## src/rtl/mem_stage.sv

```systemverilog
// mem_stage: memory-access stage of the RV32 pipeline, directly after execute.
//
// Ports
//   clk, rst          clock; synchronous active-high reset
//   in_noop           executor slot is empty
//   in_opcode/funct3  instruction fields carried with the executor result
//   in_rd             destination register index
//   in_res            executor result (effective address for loads/stores)
//   in_rs2_data       store data
//   stall             upstream holds all in_* this cycle (combinational)
//   mem_req_*         data-memory request channel (registered outputs)
//   mem_resp_*        data-memory load response
//   out_*             writeback record, registered, one cycle after retirement
//   out_misaligned    one-cycle pulse when a misaligned access is dropped
//
// Handshake: a request transfers on a cycle where mem_req_valid and
// mem_req_ready are both high; while mem_req_valid is high the request payload
// is held stable. Load data is taken on any cycle mem_resp_valid is high while
// the stage waits for it. A response arriving in any other state is ignored.
module mem_stage (
  input  logic        clk,
  input  logic        rst,
  input  logic        in_noop,
  input  logic [6:0]  in_opcode,
  input  logic [2:0]  in_funct3,
  input  logic [4:0]  in_rd,
  input  logic [31:0] in_res,
  input  logic [31:0] in_rs2_data,
  output logic        stall,
  output logic        mem_req_valid,
  input  logic        mem_req_ready,
  output logic        mem_req_we,
  output logic [31:0] mem_req_addr,
  output logic [31:0] mem_req_wdata,
  output logic [3:0]  mem_req_wstrb,
  input  logic        mem_resp_valid,
  input  logic [31:0] mem_resp_rdata,
  output logic        out_noop,
  output logic        out_rd_we,
  output logic [4:0]  out_rd,
  output logic [31:0] out_rd_data,
  output logic        out_misaligned
);

  localparam logic [6:0] OP_LOAD   = 7'b0000011;
  localparam logic [6:0] OP_STORE  = 7'b0100011;
  localparam logic [6:0] OP_BRANCH = 7'b1100011;
  localparam logic [6:0] OP_REG    = 7'b0110011;
  localparam logic [6:0] OP_IMM    = 7'b0010011;
  localparam logic [6:0] OP_JAL    = 7'b1101111;
  localparam logic [6:0] OP_JALR   = 7'b1100111;
  localparam logic [6:0] OP_LUI    = 7'b0110111;
  localparam logic [6:0] OP_AUIPC  = 7'b0010111;

  typedef enum logic [1:0] {
    S_IDLE = 2'd0,
    S_REQ  = 2'd1,
    S_RESP = 2'd2
  } state_t;

  // Kept as a named signal so checkers can bind to the FSM state directly.
  state_t state;

  // Transaction context captured at accept time.
  logic [1:0] lane_q;
  logic [2:0] f3_q;
  logic [4:0] rd_q;

  // Decode of the presented instruction.
  logic is_load, is_store, is_alu, is_branch, f3_ok, is_mem, mis, mem_go;

  assign is_load   = (in_opcode == OP_LOAD);
  assign is_store  = (in_opcode == OP_STORE);
  assign is_branch = (in_opcode == OP_BRANCH);
  assign is_alu    = (in_opcode == OP_REG)  || (in_opcode == OP_IMM)  ||
                     (in_opcode == OP_JAL)  || (in_opcode == OP_JALR) ||
                     (in_opcode == OP_LUI)  || (in_opcode == OP_AUIPC);

  always_comb begin
    f3_ok = 1'b0;
    if (is_load) begin
      case (in_funct3)
        3'd0, 3'd1, 3'd2, 3'd4, 3'd5: f3_ok = 1'b1;
        default:                      f3_ok = 1'b0;
      endcase
    end else if (is_store) begin
      f3_ok = (in_funct3 <= 3'd2);
    end
  end

  assign is_mem = (is_load || is_store) && f3_ok;

  // funct3[1:0] encodes access size: 0 byte, 1 half, 2 word.
  assign mis = ((in_funct3[1:0] == 2'd1) && in_res[0]) ||
               ((in_funct3[1:0] == 2'd2) && (in_res[1:0] != 2'b00));

  assign mem_go = (state == S_IDLE) && !in_noop && is_mem && !mis;

  // Low on the cycle a transaction completes so upstream advances exactly
  // once; the held instruction is never re-decoded in REQ/RESP.
  assign stall = mem_go ||
                 ((state == S_REQ)  && !(mem_req_we && mem_req_ready)) ||
                 ((state == S_RESP) && !mem_resp_valid);

  // Store lane steering from the presented instruction.
  logic [31:0] st_wdata;
  logic [3:0]  st_wstrb;

  always_comb begin
    st_wdata = in_rs2_data;
    st_wstrb = 4'b1111;
    case (in_funct3[1:0])
      2'd0: begin
        st_wdata = {4{in_rs2_data[7:0]}};
        st_wstrb = 4'b0001 << in_res[1:0];
      end
      2'd1: begin
        st_wdata = {2{in_rs2_data[15:0]}};
        st_wstrb = in_res[1] ? 4'b1100 : 4'b0011;
      end
      default: begin
        st_wdata = in_rs2_data;
        st_wstrb = 4'b1111;
      end
    endcase
  end

  // Load extraction and extension from the response word.
  logic [7:0]  ld_byte;
  logic [15:0] ld_half;
  logic [31:0] ld_data;

  assign ld_byte = mem_resp_rdata[8*lane_q +: 8];
  assign ld_half = lane_q[1] ? mem_resp_rdata[31:16] : mem_resp_rdata[15:0];

  always_comb begin
    ld_data = mem_resp_rdata;
    case (f3_q)
      3'd0:    ld_data = {{24{ld_byte[7]}}, ld_byte};
      3'd1:    ld_data = {{16{ld_half[15]}}, ld_half};
      3'd4:    ld_data = {24'd0, ld_byte};
      3'd5:    ld_data = {16'd0, ld_half};
      default: ld_data = mem_resp_rdata;
    endcase
  end

  always_ff @(posedge clk) begin
    if (rst) begin
      state          <= S_IDLE;
      mem_req_valid  <= 1'b0;
      mem_req_we     <= 1'b0;
      mem_req_addr   <= 32'd0;
      mem_req_wdata  <= 32'd0;
      mem_req_wstrb  <= 4'b0000;
      lane_q         <= 2'd0;
      f3_q           <= 3'd0;
      rd_q           <= 5'd0;
      out_noop       <= 1'b1;
      out_rd_we      <= 1'b0;
      out_rd         <= 5'd0;
      out_rd_data    <= 32'd0;
      out_misaligned <= 1'b0;
    end else begin
      // Default: nothing retires this cycle.
      out_noop       <= 1'b1;
      out_rd_we      <= 1'b0;
      out_misaligned <= 1'b0;

      case (state)
        S_IDLE: begin
          if (!in_noop) begin
            if (is_alu) begin
              out_noop    <= 1'b0;
              out_rd_we   <= (in_rd != 5'd0);
              out_rd      <= in_rd;
              out_rd_data <= in_res;
            end else if (is_branch) begin
              out_noop    <= 1'b0;
            end else if (is_mem) begin
              if (mis) begin
                out_misaligned <= 1'b1;
              end else begin
                state         <= S_REQ;
                mem_req_valid <= 1'b1;
                mem_req_we    <= is_store;
                mem_req_addr  <= {in_res[31:2], 2'b00};
                mem_req_wdata <= st_wdata;
                mem_req_wstrb <= is_store ? st_wstrb : 4'b0000;
                lane_q        <= in_res[1:0];
                f3_q          <= in_funct3;
                rd_q          <= in_rd;
              end
            end
          end
        end

        S_REQ: begin
          if (mem_req_ready) begin
            mem_req_valid <= 1'b0;
            if (mem_req_we) begin
              state    <= S_IDLE;
              out_noop <= 1'b0;
            end else begin
              state <= S_RESP;
            end
          end
        end

        S_RESP: begin
          if (mem_resp_valid) begin
            state       <= S_IDLE;
            out_noop    <= 1'b0;
            out_rd_we   <= (rd_q != 5'd0);
            out_rd      <= rd_q;
            out_rd_data <= ld_data;
          end
        end

        default: begin
          state         <= S_IDLE;
          mem_req_valid <= 1'b0;
        end
      endcase
    end
  end

endmodule

```

## config.mk

```make
export PLATFORM = sky130hd
export DESIGN_NAME = mem_stage
export DESIGN_NICKNAME = d
export VERILOG_FILES = /design/src/rtl/mem_stage.sv
export SDC_FILE = /design/constraint.sdc
export NUM_CORES = 1
export LEC_CHECK = 0
export CORE_MARGIN = 2
export CORE_UTILIZATION = 44
export CTS_BUF_LIST = sky130_fd_sc_hd__clkbuf_16
export CTS_CLUSTER_SIZE = 40
export DETAILED_ROUTE_END_ITERATION = 8
export PLACE_DENSITY = 0.81
export SYNTH_ARGS = -nofsm -noshare
export SYNTH_HDL_FRONTEND = slang
export SYNTH_SLANG_ARGS = --single-unit
```

## constraint.sdc

```tcl
create_clock -name clk -period 2.7 [get_ports clk]
set_input_delay 0.54 -clock clk [delete_from_list [all_inputs] [get_ports clk]]
set_output_delay 0.54 -clock clk [all_outputs]
set_load 0.005 [all_outputs]
```

; Yosys cells after proc, flatten, opt, wreduce, memory -nomap -nowiden
; Cells that the tools add are included.
[word_totals]
reg_bits = 120
in_bits = 116
out_inout_bits = 111
[op_classes]
order_cmp = 1
n_eq_ne = 28
shift = 2
mux = 45
n_bitwise = 7
n_reduce_logical = 36
[ops]
columns = cell, n
row1 = one-hot mux 32 bit (2 select lines), 2
row2 = one-hot mux 32 bit (4 select lines), 1
row3 = 2-to-1 mux 32 bit, 3
row4 = indexed part select 32 x 6 -> 8 bit, 1
row5 = "== test 7 x 6 -> 1 bit, second input constant", 3
row6 = "== test 7 bit, second input constant", 3
row7 = 2-to-1 mux 1 bit, 19
row8 = 2-to-1 mux 16 bit, 1
row9 = 2-to-1 mux 2 bit, 8
row10 = "inequality test 2 bit, second input constant", 8
row11 = 2-to-1 mux 5 bit, 3
row12 = "== test 7 x 5 -> 1 bit, second input constant", 2
row13 = AND reduction 7 bit, 2
row14 = "== test 3 bit, second input constant", 4
row15 = one-hot mux 5 bit (2 select lines), 1
row16 = nonzero test 5 bit, 2
row17 = logical AND 1 bit, 9
row18 = logical OR 1 bit, 9
row19 = 2-to-1 mux 4 bit, 2
row20 = one-hot mux 4 bit (2 select lines), 1
row21 = "== test 7 x 2 -> 1 bit, second input constant", 1
row22 = inverter 1 bit, 7
row23 = "== test 3 x 1 -> 1 bit, second input constant", 2
row24 = logical NOT 3 bit, 2
row25 = other kinds (15), 23

; Logic depth before layout (Yosys ltp)
[depth]
word_depth = 10
depth_mapped = 9
depth_no_buf = 5

; Least setup slack after synthesis
; OpenSTA, ideal clock, no wires.
[synth_path]
path_kind = in2out
startpoint = input port in_noop
endpoint = output port stall
arrival_ns = 1.600
required_ns = 2.160
setup_slack_ns = 0.560
stages = 6
n_path_buf = 3
cell_sequence = or3_1 -> buf_2 -> nor3_1 -> buf_2 -> buf_4 -> a211o_1
[synth_via]
elab_chain_len = 6
[synth_lines]
columns = item, line
row1 = start: declaration, 23  ; input logic in_noop,
row2 = logical NOT 1 bit, --
row3 = logical AND 1 bit (3 in a row), 97  ; assign mem_go = (state == S_IDLE) && !in_noop && is_mem && !mis;
row4 = logical OR 1 bit, 101  ; assign stall = mem_go ||
row5 = logical OR 1 bit, 102  ; ((state == S_REQ) && !(mem_req_we && mem_req_ready)) ||
row6 = end: declaration, 29  ; output logic stall,
; No other way between the ends.

; Worst setup path after layout
[layout_path]
startpoint = input port in_opcode[1]
endpoint = register mem_req_addr[25]
[layout_via]
elab_chain_len = 8
elab_cells_between_ends = 21
cone_classes = 9 x eq/ne / 2 x mux / 2 x bitwise / 8 x reduce/logical
[layout_lines]
columns = item, line
row1 = start: declaration, 24  ; input logic [6:0] in_opcode,
row2 = == test 7 x 6 -> 1 bit / == test 7 x 5 -> 1 bit (equally long branches), 75  ; assign is_alu = (in_opcode == OP_REG) || (in_opcode == OP_IMM) ||
row3 = logical OR 1 bit (2 in a row), 75
row4 = logical OR 1 bit (2 in a row), 76  ; (in_opcode == OP_JAL) || (in_opcode == OP_JALR) ||
row5 = logical OR 1 bit, 77  ; (in_opcode == OP_LUI) || (in_opcode == OP_AUIPC);
row6 = inverter 1 bit (no source line), --
row7 = AND reduction 6 bit (no source line) (*), --
row8 = end signal: assignment, 186  ; mem_req_addr <= {in_res[31:2], 2'b00};
row9 = end: declaration, 33  ; output logic [31:0] mem_req_addr,
; Mark *: on every way between the ends. The rest lies on a longest branch, timed or not.
; A chain may end at the register's enable or synchronous reset.

==> flow_results.org <==
** Outcome
- The flow ran to the end, and the final reports show no timing, DRC or antenna violations.

** STA
- Across all hold checks on the routed design, the worst slack comes to 0.459 ns.
- Setup repair after global routing left no endpoint under its margin.
- Static timing analysis puts the maximum clock frequency at 387 MHz.
- Transition time at the pin with the least slew margin :: 1.02 ns
- Slew HR :: 32.0%
- For the final routed database, the setup TNS stands at 0 ns.
- The final hold violation count was 0.
- The final count of pins violating max slew came to 0.
- Skew final :: 0.00905 ns
- Final period demand of the worst path :: 2.58 ns
- Final period util :: 95.6%
- Setup violations remaining at the end of the flow were counted as 0.

** Pwr
- Part of the total power dissipated in the clock network :: 49.8%
- Per report_power, the sequential group accounts for 40.7% of the total.
- Portion of total power attributed to combinational logic :: 9.5%
- Total power for the finished layout comes to 0.00440 W.
- In this run switching power makes up 21.9% of total power.
- Peak VDD IR :: 0.385 mV
- For this design the static power due to leakage is 3.16 nW.
- Sw power :: 0.000964 W
- For this design the ratio of total power to cell area is 498 mW/mm^2.
- Internal power :: 0.00343 W

** Worst setup path
- In this run the worst path has a maximum fanout of 48.
- Launching element type of the critical path :: input port
- At the worst endpoint, the arrival time is 2.86 ns.
- Endpoint required time on the critical path :: 2.98 ns
- STA classifies the critical path endpoint as a flop.
- Kind of critical path :: in2reg
- Setup slack on the worst reg-to-reg path comes out at 0.23 ns.

** Clocking
- Clock tree from TritonCTS :: built
- For this design, the sink count on the clock tree is 120.
- Clock tree synthesis inserted a total of 17 buffers.
- Skew-Pair Late Insertion Delay :: 0.42 ns
- Clock Pin Slew Worst Setup and Hold Paths :: 0.05 ns
- Counting along the longest clock path gives a buffer depth of 2.
- Library cell used as clock root buffer :: sky130_fd_sc_hd__clkbuf_16
- Hold-fix buffers, CTS :: 0
- The clock tree synthesis step divided the H-tree into 4 levels.

** Synthesis
- Sequential-to-total area share from yosys stat :: 41.6%
- By area the synthesized netlist is led by sky130_fd_sc_hd__dfxtp_1, sky130_fd_sc_hd__mux2i_1, sky130_fd_sc_hd__nor2_1, sky130_fd_sc_hd__a21oi_1, sky130_fd_sc_hd__nand2_1.
- In this run, synthesis inferred 0 flip-flops with an integrated enable.
- Async set-or-reset flop fraction in the synthesized netlist :: 0%
- Among all flip-flop cells after synthesis, the most frequent one is sky130_fd_sc_hd__dfxtp_1.
- The Yosys step of the flow raised 0 warnings.
- Counting instances in the post-synthesis netlist gives the leading cell types as sky130_fd_sc_hd__dfxtp_1, sky130_fd_sc_hd__nor2_1, sky130_fd_sc_hd__mux2i_1, sky130_fd_sc_hd__nand2_1, sky130_fd_sc_hd__a21oi_1.
- The share of synthesized area in the top cell type comes to 41.6%.
- Synthesis instantiated 46 different standard cells from the library.
- Gate count of the mapped netlist :: 670
- The cell area that synthesis handed to floorplanning was 0.00577 sq mm.
- After synthesis the netlist holds a flip-flop and latch count of 120.
- Each instance of the synthesized netlist takes up on average 8.61 sq um.
- The largest total area in the synthesized netlist belongs to sky130_fd_sc_hd__dfxtp_1.
- The most common cell in the synthesized netlist is sky130_fd_sc_hd__dfxtp_1.

** Cells and area
- Cells with a size suffix above 1 make up 8.66% of the layout.
- The net count of the finished layout is 1004.
- The finished cells cover 0.00883 sq mm.
- Fill cell count :: 1039
- Synthesis-to-finish area growth :: 53.1%
- Number of antenna repair diodes :: 0

** Place
- Summing all placed instances gives a cell area of 0.00815 sq mm.
- Detailed placement finished with a half-perimeter wire length of 13800 um.
- The congestion estimate from routability-driven global placement came to 0.872.
- Port Buf Inserts :: 224

** GRT
- The number of global-route vias before repair came to 5767.
- Total track usage :: 27.0%
- Initial antenna violation count :: 0
- Sum of overflow across all layers after global routing :: 0
- Entering global routing, the biggest net connects 98 pins.
- The first global-routing pass estimated 30000 um of wire.

** Floorplan
- The floorplan step set the die width to 119 um.
- Vert. Die Dim :: 119 um
- Die Outline Area :: 0.0140 sq mm
- For this configuration, the core starts out at a cell density of 45.3%.
- Core region area :: 0.0127 sq mm
- During I/O placement, the number of pins put on the boundary was 227.
- Number of placement rows :: 41

** Hold path
- The worst hold path belongs to the class reg2reg.

** Route
- DRC violation total after the first TritonRoute iteration :: 375
- The count of nets left with antenna violations once routing finished came out at 0.
- Before antenna repair, the detailed router went through 5 iterations.
- Vias post-DR :: 6006
- After detailed routing, the number of remaining DRC violations is 0.
- Dividing the detail-routed wire length by the instance count gives 18.6 um.
- Post-DR vias/cell :: 5.60
- Detailed Route WL :: 19900 um

** Flow run
- Number of max-capacitance violations reported :: 0
[layout by cell type (no fill, tap or decap), types with 11 or more instances in the layout]
cell and count:
sky130_fd_sc_hd__nand2_1 65, sky130_fd_sc_hd__a211oi_1 15, sky130_fd_sc_hd__nand3b_1 11, sky130_fd_sc_hd__a21o_1 25, sky130_fd_sc_hd__a311oi_1 13, sky130_fd_sc_hd__dfxtp_1 120
sky130_fd_sc_hd__mux2i_1 72, sky130_fd_sc_hd__clkbuf_16 19, sky130_fd_sc_hd__clkdlybuf4s50_1 221, sky130_fd_sc_hd__a21oi_1 50, sky130_fd_sc_hd__nor2b_1 12, sky130_fd_sc_hd__nor2_1 111
sky130_fd_sc_hd__o21ai_0 23, sky130_fd_sc_hd__buf_4 32
[final cells by class]
| class | instances | area (sq um) | area share (%) |
|---|---|---|---|
| Timing Repair Buffer | 258 | 2550 | 28.8 |
| Clock inverter | 15 | 143 | 1.61 |
| Multi-Input combinational cell | 486 | 3080 | 34.9 |
| Inverter | 5 | 18.8 | 0.212 |
| Clock buffer | 17 | 425 | 4.82 |
| Sequential cell | 120 | 2400 | 27.2 |
| Tap cell | 172 | 215 | 2.44 |
[sequential cells by signal, summed over array words and instances (netlist names), 2 cells and up]
signal / cells
f3_q: 3
rd_q: 5
mem_req_addr: 30
lane_q: 2
state: 2
mem_req_wdata: 32
out_rd: 5
out_rd_data: 32
mem_req_wstrb: 4
[worst max-delay path, stage by stage]
cell and delay, ns:
sky130_fd_sc_hd__clkdlybuf4s50_1 0.49, sky130_fd_sc_hd__and3b_1 0.21, sky130_fd_sc_hd__o2111ai_2 0.13, sky130_fd_sc_hd__nor3_2 0.21
sky130_fd_sc_hd__buf_4 0.14, sky130_fd_sc_hd__buf_4 0.09, sky130_fd_sc_hd__buf_4 0.10, sky130_fd_sc_hd__buf_4 0.09
sky130_fd_sc_hd__buf_4 0.09, sky130_fd_sc_hd__buf_4 0.17, sky130_fd_sc_hd__clkbuf_16 0.30, sky130_fd_sc_hd__mux2i_1 0.22
sky130_fd_sc_hd__nor2_1 0.05
[worst paths after layout]
| path | depth (start not counted) | endpoint | start |
|---|---|---|---|
| setup / recovery | 13 | mem_req_addr[25]$_SDFFE_PP0P_ | in_opcode[1] |
| hold / removal | 2 | out_rd_data[7]$_SDFFE_PP0P_ | out_rd_data[7]$_SDFFE_PP0P_ |
| setup reg to reg | 11 | mem_req_addr[25]$_SDFFE_PP0P_ | state[0]$_SDFFE_PP0P_ |
| hold reg to reg | 2 | out_rd_data[7]$_SDFFE_PP0P_ | out_rd_data[7]$_SDFFE_PP0P_ |
[repair_timing]
| item | CTS | global route |
|---|---|---|
| hold endpoints to repair | 0 | 0 |
| cloned | 0 | 2 |
| pin swaps | 4 | 0 |
| endpoints found under the setup margin | 1 | 73 |
| resized for setup | 5 | 1 |
| buffers inserted | 7 | 0 |
[through the flow]
stage | utilization, % | setup WS (ns) | cells
after floorplan | - | 0.560 | 671
after global placement | 64.1 | -0.0461 | 1032
after detailed placement | 64.1 | -0.125 | 1032
after CTS | 69.0 | 0.0370 | 1071
after global routing | 69.4 | 0.0615 | 1073
final | 69.4 | 0.119 | 1073
[per-layer routing]
layer	track usage [%]	vias to the layer above	routed length, um	part of all wire, %
met5	0	-	0	0
met4	12.2	0	630	3.2
met3	7.92	49	1670	8.4
met2	44.4	312	9580	48
met1	32.7	2832	8030	40
li1	-	2813	-	-
[power groups by stage]
stage / registers, W / clock network, W / logic (W)
finish: 0.00179 / 0.00219 / 0.000416
global placement: 0.00183 / 0 / 0.000398
global route: 0.00179 / 0.00229 / 0.000442
floorplan: 0.00183 / 0 / 0.000137
detailed placement: 0.00183 / 0 / 0.000406
CTS: 0.00179 / 0.00221 / 0.000411
[logic make-up after synthesis]
logic type             count (synthesis)  share of synthesized area (%)
other                                  1                         0.0650
AND/OR/NAND/NOR                      229                           17.5
multiplexers                          74                           12.9
buffers and inverters                 65                           5.38
AO/OA/AOI/OAI                        181                           22.6
flip-flops                           120                           41.6
Power figures use the tool's default switching activity.
